## src/rtl/video_timing_if.sv

```systemverilog
// Video timing bundle: run request into the generator; pixel strobe, syncs, blank and raster coordinates out.
interface video_timing_if #(
   parameter int CW = 11
);
   logic          enable;
   logic          pix_en;
   logic          hs;
   logic          vs;
   logic          blank;
   logic          sync;
   logic [CW-1:0] draw_x;
   logic [CW-1:0] draw_y;
   logic          line_start;
   logic          frame_start;
   logic          running;

   modport master (
      input  enable,
      output pix_en, hs, vs, blank, sync, draw_x, draw_y, line_start, frame_start, running
   );

   modport slave (
      output enable,
      input  pix_en, hs, vs, blank, sync, draw_x, draw_y, line_start, frame_start, running
   );
endinterface

```

## src/rtl/video_timing_gen.sv

```systemverilog
// Raster timing generator: a free-running CLK divider yields pix_en; FSM, counters and syncs advance on pix_en.
// hs/vs/blank are registered from next-count values so they share draw_x/draw_y timing; no backpressure.
module video_timing_gen #(
   parameter int H_ACTIVE = 640,
   parameter int H_FP     = 16,
   parameter int H_SYNC   = 96,
   parameter int H_BP     = 48,
   parameter int V_ACTIVE = 480,
   parameter int V_FP     = 10,
   parameter int V_SYNC   = 2,
   parameter int V_BP     = 33,
   parameter bit HS_POL   = 1'b0,
   parameter bit VS_POL   = 1'b0,
   parameter int CLK_DIV  = 2,
   parameter int CW       = 11
) (
   input  logic           CLK,
   input  logic           RESET,
   video_timing_if.master vif
);

   localparam int H_TOTAL  = H_ACTIVE + H_FP + H_SYNC + H_BP;
   localparam int V_TOTAL  = V_ACTIVE + V_FP + V_SYNC + V_BP;
   localparam int HS_START = H_ACTIVE + H_FP;
   localparam int HS_END   = HS_START + H_SYNC;
   localparam int VS_START = V_ACTIVE + V_FP;
   localparam int VS_END   = VS_START + V_SYNC;
   localparam int DW       = (CLK_DIV > 1) ? $clog2(CLK_DIV) : 1;

   if (CLK_DIV < 1 || H_TOTAL >= (1 << CW) || V_TOTAL >= (1 << CW)) begin : g_bad_params
      $error("video_timing_gen: CLK_DIV must be >= 1 and H/V totals must fit in CW bits");
   end

   typedef enum logic [1:0] {
      IDLE  = 2'd0,
      RUN   = 2'd1,
      DRAIN = 2'd2
   } state_t;

   state_t        state_q;
   state_t        state_d;
   logic [DW-1:0] div_q;
   logic          div_last;
   logic          pix_en;
   logic [CW-1:0] x_q;
   logic [CW-1:0] y_q;
   logic [CW-1:0] x_d;
   logic [CW-1:0] y_d;
   logic          x_last;
   logic          y_last;
   logic          hs_q;
   logic          vs_q;
   logic          blank_q;
   logic          hs_d;
   logic          vs_d;
   logic          blank_d;
   logic          run_d;
   logic          running;

   // pix_en is gated by RESET so the CLK_DIV=1 case also reads 0 while reset is held.
   assign div_last = (div_q == DW'(CLK_DIV - 1));
   assign pix_en   = div_last & ~RESET;

   always_ff @(posedge CLK or posedge RESET) begin
      if (RESET) begin
         div_q <= '0;
      end else if (div_last) begin
         div_q <= '0;
      end else begin
         div_q <= div_q + 1'b1;
      end
   end

   assign x_last = (x_q == CW'(H_TOTAL - 1));
   assign y_last = (y_q == CW'(V_TOTAL - 1));

   always_comb begin
      state_d = state_q;
      x_d     = x_q;
      y_d     = y_q;
      unique case (state_q)
         IDLE: begin
            if (vif.enable) begin
               state_d = RUN;
            end
         end
         RUN, DRAIN: begin
            if (x_last && y_last && !vif.enable) begin
               state_d = IDLE;
               x_d     = '0;
               y_d     = '0;
            end else begin
               state_d = vif.enable ? RUN : DRAIN;
               if (x_last) begin
                  x_d = '0;
                  y_d = y_last ? '0 : y_q + 1'b1;
               end else begin
                  x_d = x_q + 1'b1;
               end
            end
         end
         default: begin
            state_d = IDLE;
            x_d     = '0;
            y_d     = '0;
         end
      endcase

      // Decode from the next position so the registered syncs line up with the registered counters.
      run_d   = (state_d != IDLE);
      hs_d    = (run_d && x_d >= CW'(HS_START) && x_d < CW'(HS_END)) ? HS_POL : ~HS_POL;
      vs_d    = (run_d && y_d >= CW'(VS_START) && y_d < CW'(VS_END)) ? VS_POL : ~VS_POL;
      blank_d = run_d && (x_d < CW'(H_ACTIVE)) && (y_d < CW'(V_ACTIVE));
   end

   always_ff @(posedge CLK or posedge RESET) begin
      if (RESET) begin
         state_q <= IDLE;
      end else if (pix_en) begin
         state_q <= state_d;
      end
   end

   always_ff @(posedge CLK or posedge RESET) begin
      if (RESET) begin
         x_q     <= '0;
         y_q     <= '0;
         hs_q    <= ~HS_POL;
         vs_q    <= ~VS_POL;
         blank_q <= 1'b0;
      end else if (pix_en) begin
         x_q     <= x_d;
         y_q     <= y_d;
         hs_q    <= hs_d;
         vs_q    <= vs_d;
         blank_q <= blank_d;
      end
   end

   assign running         = (state_q != IDLE);
   assign vif.pix_en      = pix_en;
   assign vif.hs          = hs_q;
   assign vif.vs          = vs_q;
   assign vif.blank       = blank_q;
   assign vif.sync        = 1'b0;
   assign vif.draw_x      = x_q;
   assign vif.draw_y      = y_q;
   assign vif.running     = running;
   assign vif.line_start  = running & pix_en & (x_q == '0);
   assign vif.frame_start = running & pix_en & (x_q == '0) & (y_q == '0);

endmodule
```

## src/flat_wrapper.sv

```systemverilog
// flat-port wrapper written by rule: the top's interface ports become plain ports
module video_timing_gen_flat 
#(
   parameter int H_ACTIVE = 640,
   parameter int H_FP     = 16,
   parameter int H_SYNC   = 96,
   parameter int H_BP     = 48,
   parameter int V_ACTIVE = 480,
   parameter int V_FP     = 10,
   parameter int V_SYNC   = 2,
   parameter int V_BP     = 33,
   parameter bit HS_POL   = 1'b0,
   parameter bit VS_POL   = 1'b0,
   parameter int CLK_DIV  = 2,
   parameter int CW       = 11
)
  (CLK, RESET, vif_enable, vif_pix_en, vif_hs, vif_vs, vif_blank, vif_sync, vif_draw_x, vif_draw_y, vif_line_start, vif_frame_start, vif_running);
  video_timing_if #(.CW(CW)) vif_i ();
  input  logic CLK;
  input  logic RESET;
  input wire logic [$bits(vif_i.enable)-1:0] vif_enable;
  output wire logic [$bits(vif_i.pix_en)-1:0] vif_pix_en;
  output wire logic [$bits(vif_i.hs)-1:0] vif_hs;
  output wire logic [$bits(vif_i.vs)-1:0] vif_vs;
  output wire logic [$bits(vif_i.blank)-1:0] vif_blank;
  output wire logic [$bits(vif_i.sync)-1:0] vif_sync;
  output wire logic [$bits(vif_i.draw_x)-1:0] vif_draw_x;
  output wire logic [$bits(vif_i.draw_y)-1:0] vif_draw_y;
  output wire logic [$bits(vif_i.line_start)-1:0] vif_line_start;
  output wire logic [$bits(vif_i.frame_start)-1:0] vif_frame_start;
  output wire logic [$bits(vif_i.running)-1:0] vif_running;
  assign vif_i.enable = vif_enable;
  assign vif_pix_en = vif_i.pix_en;
  assign vif_hs = vif_i.hs;
  assign vif_vs = vif_i.vs;
  assign vif_blank = vif_i.blank;
  assign vif_sync = vif_i.sync;
  assign vif_draw_x = vif_i.draw_x;
  assign vif_draw_y = vif_i.draw_y;
  assign vif_line_start = vif_i.line_start;
  assign vif_frame_start = vif_i.frame_start;
  assign vif_running = vif_i.running;
  video_timing_gen #(.H_ACTIVE(H_ACTIVE), .H_FP(H_FP), .H_SYNC(H_SYNC), .H_BP(H_BP), .V_ACTIVE(V_ACTIVE), .V_FP(V_FP), .V_SYNC(V_SYNC), .V_BP(V_BP), .HS_POL(HS_POL), .VS_POL(VS_POL), .CLK_DIV(CLK_DIV), .CW(CW)) u_core (.CLK(CLK), .RESET(RESET), .vif(vif_i));
endmodule
```

## config.mk

```make
export PLATFORM = sky130hd
export DESIGN_NAME = video_timing_gen_flat
export DESIGN_NICKNAME = d
export VERILOG_FILES = /design/src/rtl/video_timing_if.sv /design/src/rtl/video_timing_gen.sv /design/src/flat_wrapper.sv
export SDC_FILE = /design/constraint.sdc
export NUM_CORES = 1
export LEC_CHECK = 0
export ABC_CLOCK_PERIOD_IN_PS = 2700
export BUFFER_PORTS_ARGS = -buffer_cell sky130_fd_sc_hd__buf_2
export CORE_MARGIN = 2
export CORE_UTILIZATION = 53
export CTS_BUF_LIST = sky130_fd_sc_hd__clkbuf_4
export CTS_CLUSTER_SIZE = 28
export DETAILED_ROUTE_END_ITERATION = 6
export GPL_TIMING_DRIVEN = 0
export PLACE_DENSITY = 0.78
export SYNTH_ARGS = -nofsm -noshare
export SYNTH_HDL_FRONTEND = slang
export SYNTH_SLANG_ARGS = --single-unit
```

## constraint.sdc

```tcl
create_clock -name CLK -period 2.7 [get_ports CLK]
set_input_delay 0.135 -clock CLK [delete_from_list [all_inputs] [get_ports CLK]]
set_output_delay 0.135 -clock CLK [all_outputs]
set_load 0.01 [all_outputs]
```

* Word-level counts from Yosys, hierarchy flattened
Cells that the tools add are included.
** Storage, ports and cells
- Bits in registers :: 28
- Bits in latches :: 0
- Memory bits (writable) :: 0
- ROM bits :: 0
- Bits of input ports :: 3
- Output and inout port bits :: 30
- Memories kept :: 0
** Operators by class
- Add/subtract/negate cells :: 3
- $mul :: 0
- Divide/modulo/power cells :: 0
- Order comparisons :: 6
- Equal/unequal tests :: 4
- Shift operators :: 0
- Muxes and demuxes :: 14
- Bitwise logic cells :: 5
- Reductions and logical operators :: 15
** Operator list (number)
- 2-to-1 mux 11 bit :: 5
- case mux 11 bit (2 select lines) :: 2
- adder 11 x 1 -> 11 bit (second input constant) :: 2
- equality test 11 x 10 -> 1 bit (second input constant) :: 2
- logical NOT 11 bit :: 2
- less-than comparator 11 x 10 -> 1 bit (second input constant) :: 2
- less-than comparator 11 x 9 -> 1 bit (second input constant) :: 2
- greater-or-equal comparator 11 x 10 -> 1 bit (second input constant) :: 1
- greater-or-equal comparator 11 x 9 -> 1 bit (second input constant) :: 1
- logical AND 1 bit :: 8
- 2-to-1 mux 2 bit :: 3
- bitwise AND 1 bit :: 4
- case mux 2 bit (2 select lines) :: 1
- nonzero test 2 bit :: 2
- 2-to-1 mux 1 bit :: 3
- equality test 2 x 1 -> 1 bit (second input constant) :: 1
- equality test 2 bit (second input constant) :: 1
- logical NOT 2 bit :: 1
- OR reduction 2 bit :: 1
- adder 1 bit (second input constant) :: 1
- logical NOT 1 bit :: 1
- inverter 1 bit :: 1

* Depth between registers and ports, before layout
Gate-level depths: netlist of the first run.
- Depth in word-level cells :: 9
- Mapped depth :: 9

* Worst setup path before layout of the first run
OpenSTA, ideal clock, no wires.
- Kind :: reg2reg
- Start :: register u_core.x_q[5], in the netlist u_core.vif.draw_x[5]
- End :: register u_core.blank_q, in the netlist u_core.vif.blank
- Arrival :: 2.612 ns
- Required time :: 2.578 ns
- Setup slack :: -0.034 ns
- Stages on the path, launching flop included :: 10
- Cells stage by stage :: dfrtp_1 buf_6 or3_1 buf_6 or4_4 buf_6 o41ai_2 a21oi_1 or4_1 a32o_1
** On the way
- Cells in the longest elaborated chain, start to end :: 8
- Elaborated cells between the ends (all ways) :: 17
** RTL lines
- start: declaration :: line video_timing_gen.sv:45 : logic [CW-1:0] x_q;
- start signal: assignment :: line video_timing_gen.sv:126 : x_q <= '0;
- start signal: assignment :: line video_timing_gen.sv:132 : x_q <= x_d;
- parallel branches: the longest is 7 deep, another holds adder 11 x 1 -> 11 bit
- logical AND 1 bit * :: line video_timing_gen.sv:113 : blank_d = run_d && (x_d < CW'(H_ACTIVE)) && (y_d < CW'(V_ACTIVE));
- end signal: assignment :: line video_timing_gen.sv:136 : blank_q <= blank_d;
- end: declaration :: line video_timing_gen.sv:53 : logic blank_q;
Every way passes the cells marked *.
A chain may end at the register's enable or synchronous reset.

* Final worst setup path of the first run
Same ends and word-level chain as after synthesis.

==> results of run 1 <==
how the worst max path moves through the flow:
stage	from	endpoint	slack, ns
3_3_place_gp	u_core.vif.draw_x[0]	u_core.vif.blank	-0.24
3_5_place_dp	u_core.vif.draw_x[0]	u_core.vif.blank	-0.27
6_report	u_core.vif.draw_x[5]	u_core.vif.blank	0.06
2_1_floorplan	u_core.vif.draw_x[5]	u_core.vif.blank	0.02
5_1_grt	u_core.vif.draw_x[5]	u_core.vif.blank	-0.03
4_1_cts	u_core.vif.draw_y[4]	u_core.vif.blank	0.03
cell type report:
class,count,area share
multi-input combinational,217,0.549
sequential,28,0.279
timing repair buffer,36,0.0763
buffer,18,0.0396
tap,50,0.0248
inverter,13,0.0208
clock buffer,3,0.00892
clock inverter,1,0.00149
critical path, cell delays in order (launching register included):
cell and delay [ns]:
dfrtp_1 0.41, buf_6 0.14, or3_1 0.35, buf_6 0.14, or4_4 0.48, mux2i_1 0.17
nor2_1 0.09, or4_1 0.51, a32o_1 0.27
metrics by stage:
| step | setup TNS (ns) | cell area (um^2) | setup WS, ns | hold WS, ns |
|---|---|---|---|---|
| final | 0 | 2520 | 0.0592 | -0.169 |
| after global routing | -0.0293 | 2520 | -0.0290 | -0.106 |
| after CTS | 0 | 2510 | 0.0259 | 0.0277 |
| after detailed placement | -0.473 | 2410 | -0.274 | 0.408 |
| after global placement | -0.422 | 2410 | -0.243 | 0.394 |
| after floorplan | 0 | 2190 | 0.0171 | 0.207 |
flip-flops by register name, summed over array words and instances, names as in the netlist:
signal,cells
u_core.vif.draw_x,11
u_core.vif.draw_y,11
u_core.state_q,2
u_core.div_last,1
u_core.vif.blank,1
u_core.vif.hs,1
u_core.vif.vs,1
power by group:
group	switching, uW	internal, uW
Clock	133	54.5
Combinational	900	520
Sequential	128	514
kinds of logic (layout without fill, tap and decap cells):
kind of cell | after synthesis | in the layout | share of synthesized area
multiplexers | 5 | 5 | 0.0228
buffers and inverters | 37 | 71 | 0.0753
adder cells (fa/ha/maj) | 6 | 6 | 0.0342
AND/OR/NAND/NOR | 123 | 123 | 0.291
flip-flops | 28 | 28 | 0.321
other | 1 | 1 | 0.00171
AO/OA/AOI/OAI | 80 | 80 | 0.247
XOR/XNOR | 2 | 2 | 0.00799
Yosys cell counts, types with 3 or more instances:
cell and instances:
a31oi_1 6, o21ai_0 25, nor4_1 8, o21a_1 3, nand3_1 9, a21oi_1 10, inv_1 13, nor2_1 14
buf_6 3, and3_1 5, mux2i_1 5, clkbuf_1 19, dfrtp_1 26, ha_1 6, nand4_1 6, or3_1 5
nand2_1 45, and4_1 4, a31o_2 3, nor3_1 8, o31ai_1 6, nand2b_1 4
metal layers:
| layer | wire length, um | vias up | share of wire | global-route usage |
|---|---|---|---|---|
| met2 | 3010 | 108 | 0.46 | 0.460 |
| met4 | 72 | 0 | 0.011 | 0.0875 |
| met3 | 510 | 9 | 0.078 | 0.0296 |
| met1 | 2950 | 1133 | 0.45 | 0.449 |
| li1 | - | 1107 | - | - |
| met5 | 0 | - | 0 | 0 |
placed cells by master, fill, tap and decap left out, types with 7 or more instances in the layout:
master and n:
inv_1 12, clkbuf_1 10, dfrtp_1 25, nand3_1 9, buf_2 31, a21oi_1 9
nand2_1 45, o21ai_0 25, nor3_1 7, nor2_1 14
timing repair:
| action | CTS | global route |
|---|---|---|
| endpoints found under the setup margin | 2 | 4 |
| resized for setup | 11 | 10 |
| buffers inserted | 5 | 0 |
| hold endpoints to repair | 0 | 26 |
==> results by group, run 1 <==
Placement
  – Port Buffer Count: 31
  – GPL Wtd Cong: 0.952
  – Hpwl dp: 4.63 mm
  – Cell Count Post-Placement: 363

Worst setup path
  – CP Data Required Time: 2.96 ns
  – Startpoint Class: register
  – CP endpoint kind: register
  – Worst reg2reg path endpoint: u_core.vif.blank
  – Flop2flop setup slack: 0.06 ns
  – R2R cell count: 8
  – WS Path Type: reg2reg
  – Worst-path fanout max: 7
  – Crit path DAT: 2.90 ns
  – R2r startpoint: u_core.vif.draw_x[5]

Pwr
  – Pwr dens: 892 nW/um^2
  – Design Power: 2250 uW
  – Leakage power: 0.00106 uW
  – Maximum vdd drop: 0.689 mV

Yosys
  – Number of flops mapped to enable cells by yosys: 0
  – Top-area cell type share of the netlist area: 0.297
  – Syn nets: 291
  – Synth area leaders: dfrtp_1, nand2_1, o21ai_0
  – Yosys warns: 0
  – Flops & latches, synth: 28
  – Top_reg_cell synth: dfrtp_1
  – Register area share after synthesis: 0.321
  – Asr flop ratio synth: 1.00
  – Mapped Area: 2190 um^2
  – Cell taking the most area after synthesis: dfrtp_1
  – Yosys cell types: 57
  – Post-Synthesis Cells: 282
  – Syn Area/Cell: 7.77 um^2

Global routing
  – Largest net degree at the start of global routing: 30
  – GRT Total Usage: 0.302
  – First-pass GRT wire length: 10.4 mm
  – Initial antenna violation count: 0
  – Vias in the first global route: 2042
  – Congestion Overflow GR: 0

Die
  – Chip height: 68.3 um
  – CORE AREA: 4000 um^2
  – IO Count: 33
  – Die area: 4670 um^2
  – Die Wd: 68.3 um
  – Row count: 23
  – Initial Util: 0.548

Clocking
  – Worst-Skew Late Latency: 0.35 ns
  – Clk sinks: 28
  – Reg clk slew, reported paths: 0.17 ns
  – # hold bufs at CTS: 0
  – TritonCTS clock tree: done
  – Clock tree buffer depth: 2
  – Depth of the CTS H-tree: 1
  – Root Driver: clkbuf_4
  – CTS Buf Count: 3

Final layout
  – Fin util: 0.631
  – Register area: 704 um^2
  – Inserted Diodes: 0
  – Layout cell share with drive strength beyond 1: 0.215
  – Layout overhead on the synthesized area: 15.2%
  – Fillers: 381
  – Area of the multi-input gates: 1390 um^2
  – Post-route non-filler standard cell count: 366
  – Nets: 326

Route
  – Initial drt markers: 323
  – Wire length per cell: 17.9 um
  – Final ANT Viol Nets: 0
  – Post-route DRC: 0
  – Via/cell ratio: 6.44
  – DR pass1 iterations: 6
  – Detailed-route wire length: 6.55 mm
  – Routed vias: 2357

STA
  – Hold WS: -0.169 ns
  – Max-slew violations: 0
  – Tightest Pin Transition: 0.612 ns
  – Final setup fails: 0
  – Final Critical Period: 2.64 ns
  – Slew margin rel.: 0.588
  – Final Cycle Share: 0.978
  – Unrepaired setup endpoints after global routing: true
  – Fmax: 379 MHz
  – Hold Fails Final Rpt: 26
  – Worst Skew: 0.0185 ns

Run
  – Number of max-cap violations: 0

Outcome
  – Status: complete, but fails checks
  – Failing checks: negative hold slack

Worst hold path
  – Hold WC Path Type: in2async
Note: power is estimated with default switching activity, not from simulation.
==> run 2, diff against run 1 <==
CELL_PAD_IN_SITES_DETAIL_PLACEMENT = 1   (was default)
CELL_PAD_IN_SITES_GLOBAL_PLACEMENT = 1   (was default)
CORE_UTILIZATION = 39   (was 53)
PLACE_DENSITY = default   (was 0.78)
PLACE_DENSITY_LB_ADDON = 0.1   (was default)
RECOVER_POWER = 100   (was default)
==> run 2 against run 1 <==
The flow now finishes without violations. Clock-buffer cell count unchanged. Cell area increased by 6.3%. Worst setup slack got worse by 0.034 ns. Critical path type unchanged. Highest routed layer unchanged.
==> results by group, run 2 (synthesis results as in run 1) <==
Outcome
  – Status: completed

STA
  – Fmax: 374 MHz (-1.3%)
  – Hold WS: 0.311 ns (+0.481 ns)
  – Unrepaired setup endpoints after global routing: true
  – Tightest Pin Transition: 0.700 ns (+0.0879 ns)
  – Final setup fails: 0 (unchanged)
  – Final Cycle Share: 0.991 (+0.0125)
  – Slew margin rel.: 0.534 (-0.0548)
  – Worst Skew: 0.00774 ns (-0.0107 ns)
  – Final Critical Period: 2.67 ns (+0.0337 ns)
  – Max-slew violations: 0 (unchanged)
  – Hold Fails Final Rpt: 0 (-100%)

Global routing
  – GRT Total Usage: 0.263 (-0.0386)
  – Largest net degree at the start of global routing: 30 (unchanged)
  – First-pass GRT wire length: 12.8 mm (+23%)
  – Congestion Overflow GR: 0 (unchanged)
  – Initial antenna violation count: 0 (unchanged)
  – Vias in the first global route: 2362 (+16%)

Clocking
  – Clock tree buffer depth: 2 (unchanged)
  – Reg clk slew, reported paths: 0.17 ns (about the same)
  – Depth of the CTS H-tree: 1 (unchanged)
  – Root Driver: clkbuf_4
  – Clk sinks: 28 (unchanged)
  – CTS Buf Count: 3 (unchanged)
  – TritonCTS clock tree: done
  – Worst-Skew Late Latency: 0.35 ns (about the same)

Final layout
  – Layout cell share with drive strength beyond 1: 0.245 (+0.0302)
  – Most common cell after layout, fill and taps aside: nand2_1
  – Register area: 704 um^2 (unchanged)
  – Inserted Diodes: 0 (unchanged)
  – Fillers: 700 (+84%)
  – Area of the multi-input gates: 1440 um^2 (+4.2%)
  – Most frequent cells in the layout: nand2_1, buf_2, o21ai_0, dfrtp_1, nor2_1
  – Layout overhead on the synthesized area: 22.4%
  – Fin util: 0.490 (-0.141)
  – Nets: 332 (+1.8%)

Worst setup path
  – CP Data Required Time: 2.96 ns (about the same)
  – CP endpoint kind: register
  – Delay-heaviest family, CP: simple AND/OR/NAND/NOR gates
  – Crit path max-delay cell type: or4_4
  – Worst-path cell chain: buf_6 > or3_4 > or4_4 > o41ai_4 > a21oi_2 > or4_1 > a32o_1
  – Slowest Stage Delay on Critical Path: 0.55 ns (+0.04 ns)
  – Crit path DAT: 2.93 ns (+0.03 ns)
  – Worst-path fanout max: 5 (-2)
  – CP Buf/Inv Count: 1 (-1)
  – Startpoint Class: register
  – WS Path Type: reg2reg

Die
  – Die Wd: 79.0 um (+16%)
  – CORE AREA: 5470 um^2 (+37%)
  – IO Count: 33 (unchanged)
  – Die area: 6240 um^2 (+34%)
  – Initial Util: 0.401 (-0.147)
  – Row count: 27 (+17%)
  – Chip height: 79.0 um (+16%)

Route
  – Initial drt markers: 188 (-42%)
  – DR pass1 iterations: 4 (-2)
  – Detailed-route wire length: 7.72 mm (+18%)
  – Final ANT Viol Nets: 0 (unchanged)
  – Wire length per cell: 19.6 um (+9.6%)
  – Routed vias: 2354 (-0.13%)
  – Post-route DRC: 0 (unchanged)
  – Via/cell ratio: 5.97 (-7.2%)

Pwr
  – Maximum vdd drop: 0.610 mV (-11%)
  – Leakage power: 0.00114 uW (+7.4%)
  – Pwr dens: 885 nW/um^2 (-0.79%)
  – Design Power: 2370 uW (+5.5%)

Placement
  – GPL Wtd Cong: 0.876 (-8.0%)
  – Hpwl dp: 5.61 mm (+21%)
  – Port Buffer Count: 31 (unchanged)

Run
  – Number of max-cap violations: 0 (unchanged)

Worst hold path
  – Hold WC Path Type: in2async
[run 2: cell count changes in the layout (fill, tap and decap cells not counted), sizes merged]
cell / previous run / this run
clkinvlp: 1 / 0
inv: 12 / 13
dlygate4sd3: 0 / 2
buf: 40 / 47
clkbuf: 17 / 14
[run 2: repair_timing]
item,4_1_cts,5_1_grt
endpoints found under the hold margin,1,7
gates resized for setup,18,12
hold buffers,1,1
pin swaps,3,7
setup endpoints to repair,3,2
cloned,0,0
buffers inserted,7,5
[run 2: worst reg2reg max path: stages (launching register included)]
cell and delay, ns:
dfrtp_1 0.42, buf_6 0.13, or3_4 0.41, or4_4 0.56, o41ai_4 0.32, a21oi_2 0.07, or4_1 0.42, a32o_1 0.26
[run 2: per-layer routing]
| layer | wire length [um] | track usage | part of all wire |
|---|---|---|---|
| met1 | 3720 | 0.379 | 0.48 |
| met4 | 29 | 0.0431 | 0.0038 |
| met5 | 0 | 0 | 0 |
| met3 | 366 | 0.0432 | 0.047 |
| met2 | 3610 | 0.422 | 0.47 |
[run 2: per-stage QoR]
step / area [um^2] / worst slack, ns / setup TNS, ns / std cells
after detailed placement: 2440 / -0.486 / -1.10 / 385
after global placement: 2440 / -0.407 / -0.950 / 385
final: 2680 / 0.0255 / 0 / 394
after global routing: 2680 / -0.0588 / -0.0588 / 394
after CTS: 2580 / 0.00725 / 0 / 391
after floorplan: 2190 / 0.0171 / 0 / 282
[run 2: worst paths after layout]
check | startpoint | endpoint | slack [ns] | cells past startpoint
setup / recovery | u_core.vif.draw_x[5] | u_core.vif.blank | 0.03 | 7
hold / removal | RESET | u_core.div_last | 0.31 | 3
setup reg to reg | u_core.vif.draw_x[5] | u_core.vif.blank | 0.03 | 7
hold reg to reg | u_core.div_last | u_core.div_last | 0.45 | 1
max in group asynchronous | RESET | u_core.vif.hs | 1.86 | 4
min in group CLK | u_core.div_last | u_core.div_last | 0.45 | 1
[run 2: layout make-up]
cell class                      instances  area share
Timing Repair Buffer                   46       0.109
Multi-Input combinational cell        217       0.538
Sequential cell                        28       0.262
Buffer                                 14      0.0294
Tap cell                               72      0.0336
Inverter                               13      0.0182
Clock inverter                          1     0.00140
Clock buffer                            3     0.00839
[run 2: power breakdown]
group	switching (uW)	leakage (uW)	internal (uW)
Sequential	143	0.000354	515
Clock	141	0.0000154	54.7
Combinational	959	0.000772	562
Total	1240	0.00114	1130
